[src/rtl/trap_pkg.sv]
// Shared encodings for the trap/interrupt controller: FSM states, CSR map,
// exception cause codes and the MIE global-enable bit position.
package trap_pkg;

  typedef enum logic [2:0] {
    S_RUN     = 3'd0,
    S_TRAP    = 3'd1,
    S_HANDLER = 3'd2,
    S_RETURN  = 3'd3,
    S_HALT    = 3'd4
  } state_e;

  localparam logic [1:0] CSR_MTVEC  = 2'd0;
  localparam logic [1:0] CSR_MEPC   = 2'd1;
  localparam logic [1:0] CSR_MCAUSE = 2'd2;
  localparam logic [1:0] CSR_MIE    = 2'd3;

  localparam logic [3:0] CAUSE_ILLEGAL     = 4'd2;
  localparam logic [3:0] CAUSE_LD_MISALIGN = 4'd4;
  localparam logic [3:0] CAUSE_ST_MISALIGN = 4'd6;

  localparam int GIE_BIT = 31;

  // Vector slot for interrupt idx: base + 4*(idx+1); slot 0 is shared by exceptions.
  function automatic logic [31:0] irq_vector(input logic [31:0] base, input logic [3:0] idx);
    logic [31:0] off;
    off = {27'b0, ({1'b0, idx} + 5'd1)} << 2;
    return base + off;
  endfunction

endpackage

[src/rtl/irq_prio_enc.sv]
// Lowest-index-wins priority encoder over N request lines.
module irq_prio_enc #(
  parameter int N = 4
) (
  input  logic [N-1:0] req,
  output logic         vld,
  output logic [3:0]   idx,
  output logic [N-1:0] onehot
);

  // Scan from the top down so the lowest set index is the last one written.
  always_comb begin
    vld    = |req;
    idx    = '0;
    onehot = '0;
    for (int i = N - 1; i >= 0; i--) begin
      if (req[i]) begin
        idx       = 4'(i);
        onehot    = '0;
        onehot[i] = 1'b1;
      end
    end
  end

endmodule

[src/rtl/trap_ctrl.sv]
// Trap and interrupt controller beside EX: takes exceptions and masked,
// prioritised interrupts, redirects the PC, flushes the pipe and runs MRET.
module trap_ctrl
  import trap_pkg::*;
#(
  parameter int          NUM_IRQ  = 4,
  parameter logic [31:0] VEC_RST  = 32'h0000_0060,
  parameter bit          VECTORED = 1'b1,
  parameter bit          GIE_RST  = 1'b1
) (
  input  logic               clk,
  input  logic               reset,
  input  logic [NUM_IRQ-1:0] irq,
  output logic [NUM_IRQ-1:0] irq_ack,
  input  logic               ex_valid,
  input  logic [31:0]        ex_pc,
  input  logic               exc_valid,
  input  logic [3:0]         exc_cause,
  input  logic               mret_ex,
  input  logic               csr_we,
  input  logic [1:0]         csr_addr,
  input  logic [31:0]        csr_wdata,
  output logic [31:0]        csr_rdata,
  output logic               redirect,
  output logic [31:0]        redirect_pc,
  output logic               flush,
  output logic               in_handler,
  output logic               fault
);

  state_e             state_q, state_d;
  logic [31:0]        mtvec_q, mtvec_d;
  logic [31:0]        mepc_q, mepc_d;
  logic [31:0]        mcause_q, mcause_d;
  logic [NUM_IRQ-1:0] mie_q, mie_d;
  logic               gie_q, gie_d;
  logic               pie_q, pie_d;
  logic               fault_q, fault_d;

  logic               pend_vld;
  logic [3:0]         pend_idx;
  logic [NUM_IRQ-1:0] pend_oh;
  logic [31:0]        mie_rd;

  irq_prio_enc #(.N(NUM_IRQ)) u_enc (
    .req    (irq & mie_q),
    .vld    (pend_vld),
    .idx    (pend_idx),
    .onehot (pend_oh)
  );

  // MIE read view: GIE on top, line masks at the bottom, zeros elsewhere.
  always_comb begin
    mie_rd                = '0;
    mie_rd[GIE_BIT]       = gie_q;
    mie_rd[NUM_IRQ-1:0]   = mie_q;
  end

  // Combinational CSR read port.
  always_comb begin
    case (csr_addr)
      CSR_MTVEC:  csr_rdata = mtvec_q;
      CSR_MEPC:   csr_rdata = mepc_q;
      CSR_MCAUSE: csr_rdata = mcause_q;
      default:    csr_rdata = mie_rd;
    endcase
  end

  // Next state and outputs; CSR writes are applied first so FSM updates override them.
  always_comb begin
    state_d     = state_q;
    mtvec_d     = mtvec_q;
    mepc_d      = mepc_q;
    mcause_d    = mcause_q;
    mie_d       = mie_q;
    gie_d       = gie_q;
    pie_d       = pie_q;
    fault_d     = fault_q;
    irq_ack     = '0;
    redirect    = 1'b0;
    redirect_pc = '0;
    flush       = 1'b0;

    if (csr_we) begin
      case (csr_addr)
        CSR_MTVEC:  mtvec_d  = {csr_wdata[31:2], 2'b00};
        CSR_MEPC:   mepc_d   = csr_wdata;
        CSR_MCAUSE: mcause_d = csr_wdata;
        default: begin
          gie_d = csr_wdata[GIE_BIT];
          mie_d = csr_wdata[NUM_IRQ-1:0];
        end
      endcase
    end

    case (state_q)
      S_RUN: begin
        if (exc_valid) begin
          mepc_d   = ex_pc;
          mcause_d = {28'b0, exc_cause};
          flush    = 1'b1;
          state_d  = S_TRAP;
        end else if (gie_q && pend_vld && ex_valid) begin
          // EX instruction is squashed and replayed from MEPC after MRET.
          irq_ack  = pend_oh;
          mepc_d   = ex_pc;
          mcause_d = {1'b1, 27'b0, pend_idx};
          flush    = 1'b1;
          state_d  = S_TRAP;
        end
      end
      S_TRAP: begin
        redirect    = 1'b1;
        flush       = 1'b1;
        redirect_pc = (VECTORED && mcause_q[31]) ? irq_vector(mtvec_q, mcause_q[3:0]) : mtvec_q;
        pie_d       = gie_q;
        gie_d       = 1'b0;
        state_d     = S_HANDLER;
      end
      S_HANDLER: begin
        // A fault inside the handler is unrecoverable and beats MRET.
        if (exc_valid) begin
          flush   = 1'b1;
          fault_d = 1'b1;
          state_d = S_HALT;
        end else if (mret_ex) begin
          flush   = 1'b1;
          state_d = S_RETURN;
        end
      end
      S_RETURN: begin
        redirect    = 1'b1;
        redirect_pc = mepc_q;
        flush       = 1'b1;
        gie_d       = pie_q;
        state_d     = S_RUN;
      end
      S_HALT: flush = 1'b1;
      default: state_d = S_RUN;
    endcase
  end

  assign in_handler = (state_q == S_HANDLER);
  assign fault      = fault_q;

  // State and CSR registers.
  always_ff @(posedge clk or negedge reset) begin
    if (!reset) begin
      state_q  <= S_RUN;
      mtvec_q  <= VEC_RST;
      mepc_q   <= '0;
      mcause_q <= '0;
      mie_q    <= '1;
      gie_q    <= GIE_RST;
      pie_q    <= 1'b0;
      fault_q  <= 1'b0;
    end else begin
      state_q  <= state_d;
      mtvec_q  <= mtvec_d;
      mepc_q   <= mepc_d;
      mcause_q <= mcause_d;
      mie_q    <= mie_d;
      gie_q    <= gie_d;
      pie_q    <= pie_d;
      fault_q  <= fault_d;
    end
  end

endmodule

[config.mk]
export PLATFORM = sky130hd
export DESIGN_NAME = trap_ctrl
export DESIGN_NICKNAME = d
export VERILOG_FILES = /design/src/rtl/trap_pkg.sv /design/src/rtl/irq_prio_enc.sv /design/src/rtl/trap_ctrl.sv
export SDC_FILE = /design/constraint.sdc
export NUM_CORES = 1
export LEC_CHECK = 0
export ABC_AREA = 1
export BUFFER_PORTS_ARGS = -buffer_cell sky130_fd_sc_hd__buf_2
export CAP_MARGIN = 20
export CORE_ASPECT_RATIO = 1.5
export CORE_MARGIN = 5
export CORE_UTILIZATION = 50
export DETAILED_ROUTE_END_ITERATION = 10
export GPL_ROUTABILITY_DRIVEN = 0
export PLACE_DENSITY = 0.77
export SYNTH_ARGS = -nofsm -noshare
export SYNTH_HDL_FRONTEND = slang
export SYNTH_SLANG_ARGS = --single-unit
[constraint.sdc]
create_clock -name clk -period 2.4 [get_ports clk]
set_clock_uncertainty 0.15 [all_clocks]
set_input_delay 0.48 -clock clk [delete_from_list [all_inputs] [get_ports clk]]
set_output_delay 0.48 -clock clk [all_outputs]
set_load 0.02 [all_outputs]
# After elaboration in Yosys (flattened, before gate mapping)
# Index checks and enable logic that the tools add are counted.
[totals]
register_bits = 104
out_inout_bits = 72
elab_cells = 74
[op_classes]
n_reduce_logical = 14
eq_ne = 9
addsub = 2
n_mux = 38
n_bitwise = 3
[ops]
columns = ["op", "n"]
rows = [
  ["$mux 32", 11],
  ["$pmux 32 s3", 1],
  ["$pmux 32 s2", 1],
  ["$add 32x7->32", 1],
  ["$mux 4", 7],
  ["$mux 3", 4],
  ["$pmux 3 s4", 1],
  ["$mux 2", 4],
  ["$reduce_and 2->1", 4],
  ["$mux 1", 7],
  ["$eq 3x2->1 const B", 2],
  ["$ne 3x3->1 const B", 2],
  ["$reduce_or 3->1", 2],
  ["$add 4x1->5 const B", 1],
  ["$and 4x4->4", 1],
  ["$reduce_or 4->1", 1],
  ["$eq 3x1->1 const B", 1],
  ["$eq 3x3->1 const B", 1],
  ["$logic_not 3->1", 1],
  ["$ne 3x1->1 const B", 1],
  ["$pmux 1 s3", 1],
  ["$reduce_and 3->1", 1],
  ["$reduce_bool 3->1", 1],
  ["$eq 2x1->1 const B", 1],
  ["6 further kinds", 8],
]

# Depth between registers and ports, before layout
# Gate-level depths: netlist of the first run.
[logic_depth]
word_depth = 8
depth_mapped = 15
ltp_nobuf = 14

# Cells and area by module
# From an unflattened synthesis of the first run, not the netlist that was laid out.
[unflattened]
hier_cells = 968
hier_area_um2 = 6597.6
[by_module_without_submodules]
columns = ["mod", "area_each_um2", "seq_area_each_um2", "cells_each", "n_inst"]
rows = [
  ["trap_ctrl", 6513.7, 2611.3, 950, 1],
  ["irq_prio_enc", 83.8, 0.0, 18, 1],
]

# Least setup slack after synthesis of the first run
# OpenSTA, ideal clock, no wires.
[synth_path]
kind = "reg-to-output"
from = "reg mcause_q[0]"
to = "out redirect_pc[11]"
arrival_time_ps = 2076
path_stages_with_launch = 10
slack_ps = -306
cell_sequence = "dfrtp_1 ha_1 xor2_1 ha_1 or2_2 nand3_1 nand2_1 nand3_1 nor2_1 o22ai_1"
[synth_between]
elab_chain_len = 4
[synth_rtl]
columns = ["element", "line", "source"]
rows = [
  ["from (decl)", "trap_ctrl.sv:34", "logic [31:0] mcause_q, mcause_d;"],
  ["from (signal assigned)", "trap_ctrl.sv:161", "mcause_q <= mcause_d;"],
  ["$add 4x1->5", "trap_pkg.sv:27", "off = {27'b0, ({1'b0, idx} + 5'd1)} << 2;"],
  ["$add 32x7->32", "trap_pkg.sv:28", "return base + off;"],
  ["$mux 32", "trap_ctrl.sv:115", "redirect_pc = (VECTORED && mcause_q[31]) ? irq_vector(mtvec_q, mcause_q[3:0]) : mtvec_q;"],
  ["$pmux 32 s2", "trap_ctrl.sv:96", "case (state_q)"],
  ["to (decl)", "trap_ctrl.sv:25", "output logic [31:0] redirect_pc,"],
]
# No other way between the ends.

# Worst setup path in the final report of the first run
[layout_path]
from = "reg mcause_q[1]"
to = "out redirect_pc[13]"
# The elaborated chain is that of the path after synthesis.

==> results of run 1 <==
==> power by group <==
group | switching, W | total [W] | internal (W)
logic | 0.00356 | 0.00610 | 0.00253
clock network | 0.000747 | 0.00148 | 0.000729
registers | 0.000454 | 0.00281 | 0.00236
==> cells by family (layout without fill, tap and decap cells) <==
logic type / after synthesis / count (layout) / synth area share (%)
compound gates: 190 / 190 / 16.5
simple gates: 518 / 519 / 32.5
other cells: 0 / 1 / 0
buf+inv: 142 / 363 / 9.38
mux: 9 / 9 / 1.48
fa+ha+maj: 8 / 8 / 1.58
xor+xnor: 2 / 2 / 0.257
flops: 104 / 104 / 38.2
==> state kept, by name (all words and copies together), names as in the netlist <==
signal	cells
mepc_q	32
fault	1
pie_q	1
mie_q	4
mcause_q	32
mtvec_q	30
state_q	3
gie_q	1
==> synthesized netlist by cell type (2+ instances only) <==
cell,n
nand2_1,339
dfrtp_1,97
inv_1,86
o21ai_0,67
nand3_1,65
nor2_1,53
a21oi_1,41
nand2_2,28
o21ai_1,24
clkbuf_1,21
o21ai_2,20
o211ai_1,15
inv_2,12
buf_2,10
nand4_1,10
o22ai_1,9
dfstp_2,7
ha_1,7
buf_4,5
buf_6,5
mux2_2,5
nor2_2,5
mux2_1,4
nor2_4,4
nor3_1,4
a21o_1,2
buf_8,2
o2111ai_1,2
o21bai_1,2
or2_2,2
xor2_1,2
==> stage by stage <==
stage | worst slack (ns) | cells | TNS [ns] | hold slack, ns
after floorplan | -0.100 | 973 | -1.14 | 0.0344
after global placement | -0.359 | 1302 | -7.69 | 0.299
after detailed placement | -0.423 | 1302 | -9.54 | 0.304
after CTS | -0.717 | 1342 | -18.50 | 0.158
after global routing | -0.898 | 1357 | -23.29 | 0.169
final | -0.795 | 1358 | -20.33 | 0.161
==> metal layers <==
layer | vias up | GRT usage (%) | part of all wire [%]
li1 | 3581 | - | -
met5 | - | 0 | 0
met2 | 364 | 51.9 | 53
met4 | 0 | 14.9 | 4.9
met3 | 93 | 4.85 | 6.5
met1 | 3721 | 31.6 | 36
==> worst max path at each step <==
stage | start | endpoint | slack, ns
after detailed placement | mcause_q[0]$_DFF_PN0_ | redirect_pc[28] | -0.42
after CTS | mcause_q[1]$_DFF_PN0_ | redirect_pc[15] | -0.72
after global placement | mcause_q[0]$_DFF_PN0_ | redirect_pc[20] | -0.36
final | mcause_q[1]$_DFF_PN0_ | redirect_pc[13] | -0.80
after floorplan | mcause_q[1]$_DFF_PN0_ | redirect_pc[21] | -0.10
after global routing | mcause_q[0]$_DFF_PN0_ | redirect_pc[13] | -0.90
==> repair_timing <==
action | CTS | global route
gates resized for setup | 118 | 50
cloned | 1 | 0
setup endpoints to repair | 35 | 35
pin swaps | 34 | 36
hold buffers | 1 | 0
setup buffers | 22 | 15
hold endpoints to repair | 30 | 0
==> critical path: cells and delay by family, from the launching register on <==
family	cells	cell delay, ns
AO/OA/AOI/OAI	2	0.25
XOR/XNOR	1	0.15
AND/OR/NAND/NOR	4	0.56
adder cells (fa/ha/maj)	2	0.55
flip-flops	1	0.43
buffers and inverters	2	0.27
==> area by class of cell <==
class / instances / area [µm²] / share of cell area, %
sequential: 104 / 2610 / 27.5
tap: 162 / 203 / 2.13
clock buffer: 9 / 225 / 2.37
antenna: 1 / 2.50 / 0.0263
multi-input combinational: 728 / 4230 / 44.4
clock inverter: 7 / 65.1 / 0.684
inverter: 98 / 378 / 3.97
timing repair buffer: 249 / 1800 / 18.9
==> impl_metrics.csv, run 1 <==
group,metric,value,unit
floorplan,die_x,105,µm
synthesis,synth-edff-count,0,
final_layout,fill_cells,1054,
detailed_routing,wire_per_inst,17.7,µm
timing,worst_slew_pin_slew,0.709,ns
worst_setup_path,crit_path_start_kind,"flip-flop",
power_and_ir_drop,power.density,1090,nW/µm²
grt,antenna_found_initial,1,
worst_setup_path,reg2regPathDepth,16,
detailed_routing,drtIter0Drc,623,
floorplan,die_y,153,µm
final_layout,syn2layout_area_growth,39.4,%
synthesis,synth_top_area_share,35.6,%
cts,clk_path_buf_depth,2,
cts,cts-buffers-inserted,9,
timing,report.final.slew_viol_count,0,
cts,insertion_delay,0.36,ns
outcome,failed_checks,"setup timing",
worst_setup_path,arrival,2.57,ns
synthesis,yosysTopAreaCell,"dfrtp_1",
floorplan,ios,152,
floorplan,core-area,13500,µm²
detailed_routing,ant_nets,0,
final_layout,utilization,70.7,%
cts,cts_tree,"yes",
worst_setup_path,critPathCaptureType,"output port",
grt,grt_max_degree,41,
synthesis,synth.area.top_cells,"dfrtp_1, nand2_1, o21ai_0, nand3_1, inv_1",
synthesis,async_reset_ff_share,100,%
timing,setup_viol,31,
worst_setup_path,critPathMaxStageDelay,0.43,ns
synthesis,synth_area,6830,µm²
placement,port_buffers,151,
min_path,min_from,"ex_pc[30]",
cts,clock-sinks,104,
power_and_ir_drop,leakagePower,4.63,nW
power_and_ir_drop,p_total,0.0104,W
cts,cts.root.buffer_cell,"clkbuf_16",
synthesis,synth_seq_area_share,38.2,%
min_path,hold_path_end,"mepc_q[30]$_DFF_PN0_",
worst_setup_path,crit_type,"reg -> out",
worst_setup_path,regToRegEndpoint,"mcause_q[0]$_DFF_PN0_",
detailed_routing,via_per_inst,5.71,
placement,place_area,8310,µm²
synthesis,synth_area_per_cell,7.02,µm²
detailed_routing,firstDrtPassIters,5,
grt,grt_pass1_wl,37.6,mm
grt,grt_overflow,0,
grt,grtUsageTotal,28.6,%
flow_run,drv_cap,0,
min_path,hold_class,"in -> reg",
floorplan,rows,52,
worst_setup_path,rrSetupSlack,0.07,ns
detailed_routing,drt-total-wl,24.0,mm
timing,period_needed,3.20,ns
detailed_routing,dr_total_vias,7759,
grt,grt_pass1_vias,7730,
placement,dp_hpwl,16.5,mm
timing,relSlewSlack,52.7,%
synthesis,synthFlopType,"dfrtp_1",
outcome,status,"finished with violations",
floorplan,start_util,50.7,%
power_and_ir_drop,ir_drop,0.000607,V
worst_setup_path,slowest_stage,"dfrtp_1",
timing,worst_slack,-0.795,ns
timing,fmax,313,MHz
final_layout,final_common_cell,"nand2_1",
timing,hold_viol,0,
min_path,hold_path_depth,3,
final_layout,design_area,9520,µm²
worst_setup_path,crit_chain,"ha_4 -> xor2_2 -> ha_1 -> or2_4 -> nand2_4 -> o21ai_4 -> nand3_2 -> nand2_2 -> buf_4 -> o21ai_4 -> buf_6",
detailed_routing,drc,0,
final_layout,mostFrequentLayoutCells,"nand2_1, buf_2, dfrtp_1, buf_4, inv_1",
worst_setup_path,cp.required,1.77,ns
worst_setup_path,cp_common_cell,"o21ai_4",
timing,rsz0062_at_grt,"true",
cts,htreeDepth,3,
synthesis,synth_fp_nets,1061,
synthesis,synth_cell_types,49,
synthesis,ys_ff_latch,104,
cts,clkTransAtPathRegs,0.08,ns
worst_setup_path,r2r_start,"mie_q[1]$_DFFE_PN1P_",
final_layout,drive_above_1_share,39.7,%
worst_setup_path,path_max_fanout,8,
final_layout,nets,1278,
synthesis,yosysWarnings,0,
synthesis,synthCells,973,
floorplan,die_area,16100,µm²
timing,fin_crit_sh,133,%
Power figures use the tool's default switching activity.
==> run 2: changes to the inputs <==
==> constraint.sdc (replaced) <==
create_clock -name clk -period 2.4 [get_ports clk]
set_clock_uncertainty 0.15 [all_clocks]
set_input_delay 0.12 -clock clk [delete_from_list [all_inputs] [get_ports clk]]
set_output_delay 0.12 -clock clk [all_outputs]
set_load 0.02 [all_outputs]
==> run 2 against run 1 <==
The run still ends with setup timing left. First-iteration DRC count down 12%. Clock power down 4%. Register-to-register slack improved by 0.35 ns. Via count shrank 1.3%. Combinational power fell by 12%. Worst setup slack improved by 0.38 ns. Die area is the same. Core utilization fell by 1.1 points. Flip-flop and latch count unchanged. Critical path depth is 3 higher. Worst hold slack got worse by 0.069 ns. Wire length fell by 4.2%.
==> impl_metrics.csv, run 2 (synthesized netlist as in run 1, its figures left out) <==
group,metric,value,unit
cts,cts.root.buffer_cell,"clkbuf_16",
timing,report.final.slew_viol_count,0,
final_layout,fill_cells,1072,
timing,worst_slack,-0.419,ns
outcome,failed_checks,"setup timing",
worst_setup_path,crit_chain,"buf_6 -> nand3_2 -> xor2_2 -> ha_4 -> nand2_4 -> inv_1 -> nand3_4 -> buf_6 -> a21oi_4 -> nand2_1 -> nand2_1 -> nand3_1 -> o21ai_2 -> buf_6",
worst_setup_path,crit_type,"reg -> out",
final_layout,top_regs,"mcause_q: 32 flops, mepc_q: 32 flops, mtvec_q: 30 flops",
worst_setup_path,arrival,2.55,ns
final_layout,design_area,9370,µm²
worst_setup_path,critPathCaptureType,"output port",
placement,dp_hpwl,14.8,mm
power_and_ir_drop,power.density,1020,nW/µm²
final_layout,nets,1286,
min_path,hold_class,"in -> reg",
floorplan,core-area,13500,µm²
timing,fmax,355,MHz
detailed_routing,drt-total-wl,23.0,mm
power_and_ir_drop,ir_drop,0.000613,V
worst_setup_path,critPathMaxStageDelay,0.38,ns
floorplan,start_util,50.7,%
floorplan,rows,52,
final_layout,final_common_cell,"nand2_1",
grt,grt_overflow,0,
worst_setup_path,rrSetupSlack,0.42,ns
worst_setup_path,crit_path_start_kind,"flip-flop",
detailed_routing,dr_total_vias,7659,
detailed_routing,wire_per_inst,16.8,µm
cts,htreeDepth,3,
detailed_routing,drtIter0Drc,546,
cts,cts_tree,"yes",
placement,place_area,7780,µm²
grt,grt_pass1_vias,7490,
power_and_ir_drop,leakagePower,4.57,nW
grt,grt_pass1_wl,36.6,mm
detailed_routing,drc,0,
timing,whs,0.0913,ns
timing,worst_slew_pin_slew,0.716,ns
final_layout,drive_above_1_share,29.8,%
cts,insertion_delay,0.35,ns
final_layout,mostFrequentLayoutCells,"nand2_1, buf_2, dfrtp_1, inv_1, dlygate4sd3_1",
grt,antenna_found_initial,1,
detailed_routing,firstDrtPassIters,5,
timing,hold_viol,0,
timing,fin_crit_sh,117,%
worst_setup_path,cp.required,2.13,ns
detailed_routing,ant_nets,0,
outcome,status,"finished with violations",
worst_setup_path,crit_buf_inv,4,
timing,rsz0062_at_grt,"true",
cts,clk_path_buf_depth,2,
floorplan,ios,152,
cts,clock-sinks,104,
floorplan,die_y,153,µm
floorplan,die_x,105,µm
worst_setup_path,path_max_fanout,4,
final_layout,syn2layout_area_growth,37.3,%
floorplan,die_area,16100,µm²
timing,period_needed,2.82,ns
flow_run,drv_cap,0,
grt,grtUsageTotal,27.8,%
cts,clkTransAtPathRegs,0.07,ns
worst_setup_path,slowest_stage,"dfrtp_1",
final_layout,multi_input_area,3960,µm²
cts,cts-buffers-inserted,9,
timing,setup_viol,29,
power_and_ir_drop,p_total,0.00959,W
grt,grt_max_degree,105,
placement,port_buffers,151,
worst_setup_path,critical-path-top-delay-family,"buffers and inverters",
detailed_routing,via_per_inst,5.61,
final_layout,seqCellArea,2610,µm²
timing,relSlewSlack,52.2,%
timing,fin_tns_setup,-8.88,ns
worst_setup_path,cp_common_cell,"buf_6",
run 2: cell count changes in the layout (fill, tap and decap cells not counted), moves of 5 or more:
cell / delta
o21ai_2: -8
nor2_1: +5
nand2_1: +14
buf_2: +5
nand3_2: -6
buf_6: -8
dlygate4sd3_1: +70
nand2_2: -13
nand3_1: +8
o22ai_1: +5
buf_4: -55
o21ai_1: +8
run 2: per-stage QoR:
step	setup WS, ns	util (%)	std cells
final	-0.419	69.6	1366
after global routing	-0.526	69.6	1366
after CTS	-0.381	67.9	1363
after detailed placement	-0.143	57.8	1269
after global placement	-0.0935	57.8	1269
after floorplan	0.0544	-	973
run 2: layout make-up:
cell class | instances | area share (%)
clock inverters | 6 | 0.481
repair buffers | 257 | 20.7
flip-flops and latches | 104 | 27.9
diodes | 1 | 0.0267
well taps | 162 | 2.16
inverters | 98 | 3.95
multi-input cells | 728 | 42.2
clock buffers | 10 | 2.55
run 2: what timing repair did:
action,CTS,global route
hold buffers,71,0
gates cloned,1,0
pin swaps,23,19
endpoints found under the hold margin,198,0
buffers inserted,6,2
endpoints found under the setup margin,29,32
gates resized for setup,92,52
run 2: path summary, 6_finish.rpt:
kind	start	to	cells after the start
setup / recovery	mcause_q[0]$_DFF_PN0_	redirect_pc[27]	14
hold / removal	irq[1]	mcause_q[0]$_DFF_PN0_	5
max in group asynchronous	reset	mepc_q[20]$_DFF_PN0_	3
min in group asynchronous	reset	state_q[0]$_DFFE_PN0P_	3
setup reg to reg	mie_q[3]$_DFFE_PN1P_	mepc_q[23]$_DFF_PN0_	9
hold reg to reg	fault$_DFFE_PN0P_	fault$_DFFE_PN0P_	2
run 2: worst min-delay path: stages:
cell and delay (ns):
buf_2 0.08, nand2_1 0.09, nand2_1 0.08, nand3_1 0.08, nand3_1 0.10
run 2: power breakdown:
group / leakage, nW / total, W / switching [W] / internal [W]
clock: 0.131 / 0.00142 / 0.000684 / 0.000734
combinational: 3.16 / 0.00535 / 0.00325 / 0.00210
sequential: 1.28 / 0.00282 / 0.000473 / 0.00235
run 2: per-layer routing:
metal / global-route usage [%] / wire length, µm / up-vias / part of all wire, %
li1: - / - / 3600 / -
met1: 33.7 / 8740 / 3592 / 38
met2: 48.1 / 11700 / 358 / 51
met3: 4.22 / 1420 / 109 / 6.2
met4: 13.4 / 1160 / 0 / 5.0
met5: 0 / 0 / - / 0
